--- src/rtl/cache_fill_ctrl.sv ---
// Fill controller for a single-line, 32-byte cache: tag lookup, byte-wide line
// fetch streamed into the cache write port, and hit/miss response signalling.
module cache_fill_ctrl #(
    parameter int unsigned ADDR_W = 16,
    parameter int unsigned CNT_W  = 16
) (
    input  logic              clk,
    input  logic              rst,
    input  logic              req_valid,
    input  logic [ADDR_W-1:0] req_addr,
    output logic              req_ready,
    input  logic              flush,
    output logic              resp_valid,
    output logic              resp_hit,
    output logic              mem_req_valid,
    input  logic              mem_req_ready,
    output logic [ADDR_W-1:0] mem_addr,
    input  logic              mem_data_valid,
    input  logic [7:0]        mem_data,
    output logic              cache_wren,
    output logic [7:0]        cache_data,
    output logic [4:0]        cache_wroffset,
    output logic [4:0]        cache_rdoffset,
    output logic [CNT_W-1:0]  hit_count,
    output logic [CNT_W-1:0]  miss_count
);

    localparam int unsigned TAG_W = ADDR_W - 5;
    localparam logic [CNT_W-1:0] CNT_ONE = CNT_W'(1);

    typedef enum logic [2:0] {
        S_IDLE,
        S_HIT,
        S_MREQ,
        S_FILL,
        S_SETTLE,
        S_RESP
    } state_t;

    state_t           state_q, state_d;
    logic             line_valid_q, line_valid_d;
    logic [TAG_W-1:0] tag_q, tag_d;
    logic [TAG_W-1:0] tag_req_q, tag_req_d;
    logic [4:0]       off_q, off_d;
    logic [4:0]       fill_cnt_q, fill_cnt_d;
    logic             resp_hit_q, resp_hit_d;
    logic [CNT_W-1:0] hit_cnt_q, hit_cnt_d;
    logic [CNT_W-1:0] miss_cnt_q, miss_cnt_d;
    logic             lookup_hit;

    always_ff @(posedge clk) begin
        if (rst) begin
            state_q      <= S_IDLE;
            line_valid_q <= 1'b0;
            tag_q        <= '0;
            tag_req_q    <= '0;
            off_q        <= '0;
            fill_cnt_q   <= '0;
            resp_hit_q   <= 1'b0;
            hit_cnt_q    <= '0;
            miss_cnt_q   <= '0;
        end else begin
            state_q      <= state_d;
            line_valid_q <= line_valid_d;
            tag_q        <= tag_d;
            tag_req_q    <= tag_req_d;
            off_q        <= off_d;
            fill_cnt_q   <= fill_cnt_d;
            resp_hit_q   <= resp_hit_d;
            hit_cnt_q    <= hit_cnt_d;
            miss_cnt_q   <= miss_cnt_d;
        end
    end

    // A simultaneous flush invalidates the line before the lookup, forcing a miss.
    assign lookup_hit = line_valid_q && !flush && (req_addr[ADDR_W-1:5] == tag_q);

    always_comb begin
        state_d        = state_q;
        line_valid_d   = line_valid_q;
        tag_d          = tag_q;
        tag_req_d      = tag_req_q;
        off_d          = off_q;
        fill_cnt_d     = fill_cnt_q;
        resp_hit_d     = resp_hit_q;
        hit_cnt_d      = hit_cnt_q;
        miss_cnt_d     = miss_cnt_q;
        req_ready      = 1'b0;
        resp_valid     = 1'b0;
        resp_hit       = 1'b0;
        mem_req_valid  = 1'b0;
        mem_addr       = '0;
        cache_wren     = 1'b0;
        cache_data     = '0;
        cache_wroffset = '0;

        case (state_q)
            S_IDLE: begin
                req_ready = 1'b1;
                if (req_valid) begin
                    tag_req_d = req_addr[ADDR_W-1:5];
                    off_d     = req_addr[4:0];
                    if (lookup_hit) begin
                        state_d    = S_HIT;
                        resp_hit_d = 1'b1;
                        if (hit_cnt_q != '1) hit_cnt_d = hit_cnt_q + CNT_ONE;
                    end else begin
                        state_d      = S_MREQ;
                        resp_hit_d   = 1'b0;
                        line_valid_d = 1'b0;
                        if (miss_cnt_q != '1) miss_cnt_d = miss_cnt_q + CNT_ONE;
                    end
                end else if (flush) begin
                    line_valid_d = 1'b0;
                end
            end
            S_HIT: begin
                state_d = S_RESP;
            end
            S_MREQ: begin
                mem_req_valid = 1'b1;
                mem_addr      = {tag_req_q, 5'b00000};
                if (mem_req_ready) begin
                    state_d    = S_FILL;
                    fill_cnt_d = '0;
                end
            end
            S_FILL: begin
                cache_wren     = mem_data_valid;
                cache_data     = mem_data;
                cache_wroffset = fill_cnt_q;
                if (mem_data_valid) begin
                    fill_cnt_d = fill_cnt_q + 5'd1;
                    if (fill_cnt_q == 5'd31) begin
                        tag_d        = tag_req_q;
                        line_valid_d = 1'b1;
                        state_d      = S_SETTLE;
                    end
                end
            end
            S_SETTLE: begin
                state_d = S_RESP;
            end
            S_RESP: begin
                resp_valid = 1'b1;
                resp_hit   = resp_hit_q;
                state_d    = S_IDLE;
            end
            default: begin
                state_d = S_IDLE;
            end
        endcase
    end

    assign cache_rdoffset = off_q;
    assign hit_count      = hit_cnt_q;
    assign miss_count     = miss_cnt_q;

endmodule

--- config.mk ---
export PLATFORM = sky130hd
export DESIGN_NAME = cache_fill_ctrl
export DESIGN_NICKNAME = d
export VERILOG_FILES = /design/src/rtl/cache_fill_ctrl.sv
export SDC_FILE = /design/constraint.sdc
export NUM_CORES = 1
export LEC_CHECK = 0
export ABC_AREA = 1
export BUFFER_PORTS_ARGS = -buffer_cell sky130_fd_sc_hd__clkbuf_2
export CAP_MARGIN = 20
export CORE_ASPECT_RATIO = 0.8
export CORE_MARGIN = 5
export CORE_UTILIZATION = 45
export DETAILED_ROUTE_END_ITERATION = 8
export PLACE_DENSITY = 0.8
export SLEW_MARGIN = 5
export SYNTH_ARGS = -nofsm -noshare
export SYNTH_HDL_FRONTEND = slang
export SYNTH_SLANG_ARGS = --single-unit
--- constraint.sdc ---
create_clock -name clk -period 1.8 [get_ports clk]
set_clock_uncertainty 0.05 [all_clocks]
set_input_delay 0.27 -clock clk [delete_from_list [all_inputs] [get_ports clk]]
set_output_delay 0.27 -clock clk [all_outputs]
set_load 0.005 [all_outputs]
==> results of run 1 <==
==> routing by layer <==
metal  share of wire [%]  track usage, %  wire length (um)  vias to the layer above
met3                 6.9            5.73               716                        9
met4                0.79            3.91                82                        0
met2                  47            33.0              4900                      114
li1                    -               -                 -                     2067
met5                   0               0                 0                        -
met1                  45            23.3              4680                     1826
==> kinds of logic (layout without fill, tap and decap cells) <==
group	count (synthesis)	after routing	synth area share, %
adders and majority gates	4	4	1.26
xor gates and xnor gates	23	23	5.08
and+or+nand+nor	276	277	33.1
DFF	69	69	34.9
buffers and inverters	100	221	11.5
other	1	5	0.0946
AOI/OAI and AO/OA	96	96	14.1
==> per-stage QoR <==
step                      TNS, ps  util, %
after detailed placement    -30.5     55.2
after CTS                       0     58.1
final                           0     58.7
after global routing        -42.9     58.7
after floorplan                 0        -
after global placement          0     55.2
==> state kept, by name (all words and copies together), names as in the netlist <==
signal / count
hit_count: 16
miss_count: 16
tag_q: 11
tag_req_q: 11
cache_rdoffset: 5
fill_cnt_q: 5
state_q: 3
line_valid_q: 1
resp_hit_q: 1
==> worst max-delay path: stages, from the launching register on <==
cell	delay [ps]
dfxtp_1	410
inv_1	100
nor3_1	240
and2_1	190
clkbuf_2	110
==> synth_stat cells, types with 2 or more instances <==
master,count,area share (%)
buf_2,8,1.0
xor2_1,12,2.7
clkbuf_8,2,0.69
inv_1,69,6.5
ha_1,4,1.3
clkbuf_1,8,0.76
nand2_4,3,0.85
xnor2_1,11,2.4
nand2_1,123,12
nand3_4,2,0.88
o21ai_0,26,3.3
buf_4,5,0.95
nor3_1,3,0.38
a211oi_1,2,0.38
nor2_4,5,1.4
a21oi_2,19,4.2
nor2_1,66,6.3
a21oi_1,47,5.9
inv_2,3,0.28
nand3_2,3,0.76
nand4_1,20,3.2
nand2_2,10,1.6
dfxtp_1,69,35
nand3_1,34,4.3
==> cell type report <==
| class | count | area (um2) |
|---|---|---|
| well taps | 112 | 140 |
| multi-input cells | 405 | 2180 |
| clock inverters | 4 | 70.1 |
| clock buffers | 12 | 155 |
| fillers | 789 | 3520 |
| repair buffers | 132 | 791 |
| inverters | 73 | 277 |
| flip-flops and latches | 69 | 1390 |
==> where the power goes <==
part           internal [mW]  total [mW]  switching (mW)
logic                  0.461        1.26           0.797
clock network          0.853        1.45           0.602
registers               1.72        1.84           0.118
==> worst paths after layout <==
check,endpoint,slack [ps],cells after the start
setup / recovery,resp_hit,80,4
hold / removal,cache_rdoffset[2],110,3
setup reg to reg,miss_count[3],80,9
hold reg to reg,tag_req_q[3],420,2
==> timing repair <==
action | CTS | global route
setup buffers | 1 | 1
setup endpoints to repair | 12 | 54
hold buffers | 0 | 0
resized for setup | 1 | 14
pin swaps | 1 | 3
gates cloned | 0 | 1
==> results.md, run 1 <==
* LEAKAGE at ~2.3 nW
* GPL Wtd Cong at 0.888
* EDFF count, synth at 0
* Final WL at 10400 um
* DRC viols at 0
* CP required at 1480 ps
* Hold Crit Start: req_addr[2]
* Async S/R FF share, synth at 0%
* RSZ-0062 raised after global routing: yes
* Commonest non-fill, non-tap cells in the layout: nand2_1 (120), clkbuf_2 (95), inv_1 (69)
* Slew HR at 63.1%
* Status: finished, final reports clean
* Type of the worst setup path: flop to primary output
* Period Utilization, post-route at 95.5%
* Initial antenna violation count at 0
* Area grow syn2layout at 26.2%
* Gr ovfl total at 0
* Crit path launch type: flop
* Cells after synthesis at 569
* Crit path capture type: primary output
* Min Tclk post-route at 1720 ps
* Flops & latches, synth at 69
* Height of the die at 93.9 um
* Cells after DPL at 788
* Placed Area at 4700 um2
* Most common cell after layout, fill and taps aside: nand2_1
* Max cap viols at 0
* Worst Setup SP: state_q[0]
* Fin area at 5000 um2
* Die width at 115 um
* Synth cell types at 39
* Initial DRT Pass Iterations at 5
* Post-place setup slack at -15.0 ps
* Post-synthesis sequential area ratio at 34.9%
* # rows at 30
* Critical R2R Launch: miss_count[0]
* Worst slew pin tran at 554 ps
* Maximum VDD drop at 0.429 mV
* Crit path max fanout at 4
* H-tree depth at 3
* Synth Area per Inst at 6.96 um2
* Nets at 724
* Cts bufs inserted at 9
* Core area at ~8500 um2
* Fmax at 582 MHz
* Maximum clock insertion buffer count at 2
* Slew Limit Fails at 0
* Worst min path class: input port to flop
* Syn Std Cell Area at 3960 um2
* Drt wl/cell at 12.9 um
* Power per standard cell area at 911 nW/um2
* Clock Sinks at 69
* Initial Utilization at 46.5%
* Main synth FF type: dfxtp_1
* Pwr Total at 4.55 mW
* Share of layout cells above drive strength 1 at roughly 30%
* Die area at 10800 um2
* Hpwl dp at 7680 um
* # diodes at 0
* Ys Warns at 0
* Largest net degree at the start of global routing at 41
* # setup viols final at 0
* GRT Util Overall at 19.1%
* Vias in the first global route at 3825
* Buffers on Ports at 95
* Final hold slack at 108 ps
* Setup slack after layout at 80.4 ps
* Reg clk slew, reported paths at around 70 ps
* Routed via count at 4016
* Final ANT Viol Nets at 0
* I/O pins at 101
* Critical path arrival at 1400 ps
* First-pass GRT wire length at 16900 um
* Initial DRC Count at 109
* Root buffer cell: clkbuf_8
* Final hold viol count at 0
* Non-filler cells, final at 807
* Skew-Pair Late Insertion Delay at 350 ps
* CTS tree: built
* Drt via density at between 4 and 5
(Power assumes the default switching activity.)
==> run 2, diff against run 1 <==
- ABC_AREA: 1 -> 0
- PLACE_DENSITY: 0.8 -> 0.82
==> results.md, run 2 <==
* Status: complete, but fails checks
* Failing checks: setup timing
* Vias in the first global route at a little under 4000
* Final WL at 12200 um
* Most common cell after layout, fill and taps aside: clkbuf_2
* Core area at 7840 um2
* Initial DRC Count at 225
* CTS tree: built
* Synth area leaders: dfxtp_1 (39%), a21oi_1 (6.2%), nand2_1 (5.6%)
* Reg clk slew, reported paths at 80 ps
* Crit path launch type: flop
* Number of fill cells at 592
* Cell depth of the worst min-delay path at 3
* # setup viols final at a little under 50
* Initial DRT Pass Iterations at 5
* Initial Utilization at 45.5%
* Hpwl dp at approximately 7500 um
* Hold Crit Start: req_addr[1]
* Fmax at between 400 and 500 MHz
* Syn Std Cell Area at 3570 um2
* Drt via density at between 5 and 6
* Clock Sinks at 69
* Final ANT Viol Nets at 0
* Skew-Pair Late Insertion Delay at between 300 and 400 ps
* Die width at 110 um
* Routed via count at 4010
* Setup slack after layout at -446 ps
* Crit path max fanout at 13
* Slew HR at 47.8%
* Final hold viol count at 0
* Maximum VDD drop at roughly 0.80 mV
* Setup TNS at -7540 ps
* Max cap viols at 0
* Min Tclk post-route at 2250 ps
* Maximum clock insertion buffer count at 2
* Reg2Reg Setup Slack at -450 ps
* # rows at 29
* Post-synthesis sequential area ratio at 38.7%
* GRT Util Overall at 23.5%
* Area leader, netlist: dfxtp_1
* CTS Hold Buffers Added at 0
* Nets at 633
* Root buffer cell: clkbuf_8
* Post-synth top cells: dfxtp_1 (69), nand2_1 (53), a21oi_1 (44), nor2_1 (30), and2_1 (28)
* Gr ovfl total at 0
* DRC viols at 0
* Largest net degree at the start of global routing at 33
* H-tree depth at 3
* Critical path arrival at between 2000 and 2500 ps
* Die area at 9820 um2
* FF-to-FF End: hit_count[5]
* Area grow syn2layout at 54.8%
* First-pass GRT wire length at 18200 um
* Cts bufs inserted at 9
* Worst min path class: input port to flop
* Main synth FF type: dfxtp_1
* Height of the die at 89.6 um
* Yosys top cell area share at 38.7%
* Share of layout cells above drive strength 1 at 48.3%
* Sequential cell area at around 1400 um2
* Cells after synthesis at between 400 and 500
* Flops & latches, synth at slightly below 70
* Critical R2R Launch: state_q[0]
* EDFF count, synth at 0
* Worst slew pin tran at 782 ps
* Slew Limit Fails at 0
* Worst Hold End: cache_rdoffset[1]
* Drt wl/cell at 17.2 um
* Commonest non-fill, non-tap cells in the layout: clkbuf_2 (84), buf_4 (66), nand2_1 (51)
* RSZ-0062 raised after global routing: yes
* Ys Warns at 0
* R2R depth at 6
* Synth cell types at 43
* Area occupied by multi-input gates at roughly 2400 um2
* Type of the worst setup path: flop to flop
* GPL Wtd Cong at 0.825
* Power per standard cell area at approximately 850 nW/um2
* Crit path capture type: flop
* Cells after DPL at 679
* LEAKAGE at 2.30 nW
* # diodes at 0
* Most common cell in the netlist: dfxtp_1
* Initial antenna violation count at 0
* Post-place setup slack at -518 ps
* Non-filler cells, final at 712
* Buffers on Ports at 95
* I/O pins at roughly 100
* Async S/R FF share, synth at 0%
* Period Utilization, post-route at 125%
* Synth Area per Inst at between 8 and 9 um2
* CP required at 2010 ps
[run 2: cell types whose count changed in the layout (fill, tap and decap cells not counted), sizes merged, moves of 27 or more]
cell | before | now
buf | 37 | 98
inv | 72 | 6
and2 | 1 | 28
nand3 | 40 | 13
nor2 | 73 | 30
nand2 | 136 | 54
[run 2: repair_timing]
item / in CTS / in global routing
endpoints found under the setup margin: 57 / 61
cloned: 6 / 0
buffers inserted: 11 / 6
pin swaps: 29 / 21
resized for setup: 75 / 60
[run 2: per-stage QoR]
| step | hold slack (ps) | instance area (um2) | util [%] | power (mW) |
|---|---|---|---|---|
| finish | 91.8 | 5520 | 70.5 | 4.70 |
| global route | 80.4 | 5520 | 70.5 | 4.88 |
| CTS | 82.4 | 5300 | 67.6 | 4.42 |
| detailed placement | 394 | 4650 | 59.3 | 2.96 |
| global placement | 393 | 4650 | 59.3 | 2.91 |
| floorplan | 356 | 3630 | - | 2.48 |
[run 2: metal layers]
layer	GRT usage (%)	share of wire, %
met1	27.4	38
met2	41.3	52
met3	6.22	7.5
met4	9.74	2.5
met5	0	0
[run 2: worst max-delay path by stage]
stage                start  cells past startpoint            end
2_1_floorplan   state_q[1]                      8   hit_count[8]
3_3_place_gp   req_addr[6]                      7   hit_count[8]
3_5_place_dp   req_addr[6]                      7  hit_count[12]
4_1_cts         state_q[2]                      6  hit_count[10]
5_1_grt         state_q[0]                      6   hit_count[5]
6_report        state_q[0]                      6   hit_count[5]
[run 2: power breakdown]
group	leakage, nW	switching, mW	total (mW)	internal [mW]
clock	0.0943	0.616	1.29	0.672
sequential	0.568	0.103	1.76	1.66
combinational	1.64	0.884	1.66	0.772
[run 2: final cells by class]
class / instances / area share, %
Clock inverter: 6 / 1.13
Timing Repair Buffer: 182 / 24.0
Inverter: 6 / 0.408
Tap cell: 108 / 2.45
Clock buffer: 10 / 2.49
Multi-Input combinational cell: 331 / 44.0
Sequential cell: 69 / 25.5
[run 2: logic make-up (layout without fill, tap and decap cells)]
logic type               after synthesis  count (layout)  share of synthesized area (%)
flip-flops                            69              69                           38.7
adder cells (fa/ha/maj)                4               4                           1.40
other                                  1               5                          0.105
XOR/XNOR                              11              11                           2.70
AO/OA/AOI/OAI                         75              75                           12.1
AND/OR/NAND/NOR                      214             214                           33.1
multiplexers                          22              22                           6.49
buffers and inverters                 40             204                           5.30
[run 2: worst max-delay path: stages (launching register included)]
cell and delay (ps):
dfxtp_2 350, nor3_4 250, nand2_2 100, or4_4 580, buf_12 170, or4_1 510, a21oi_1 150
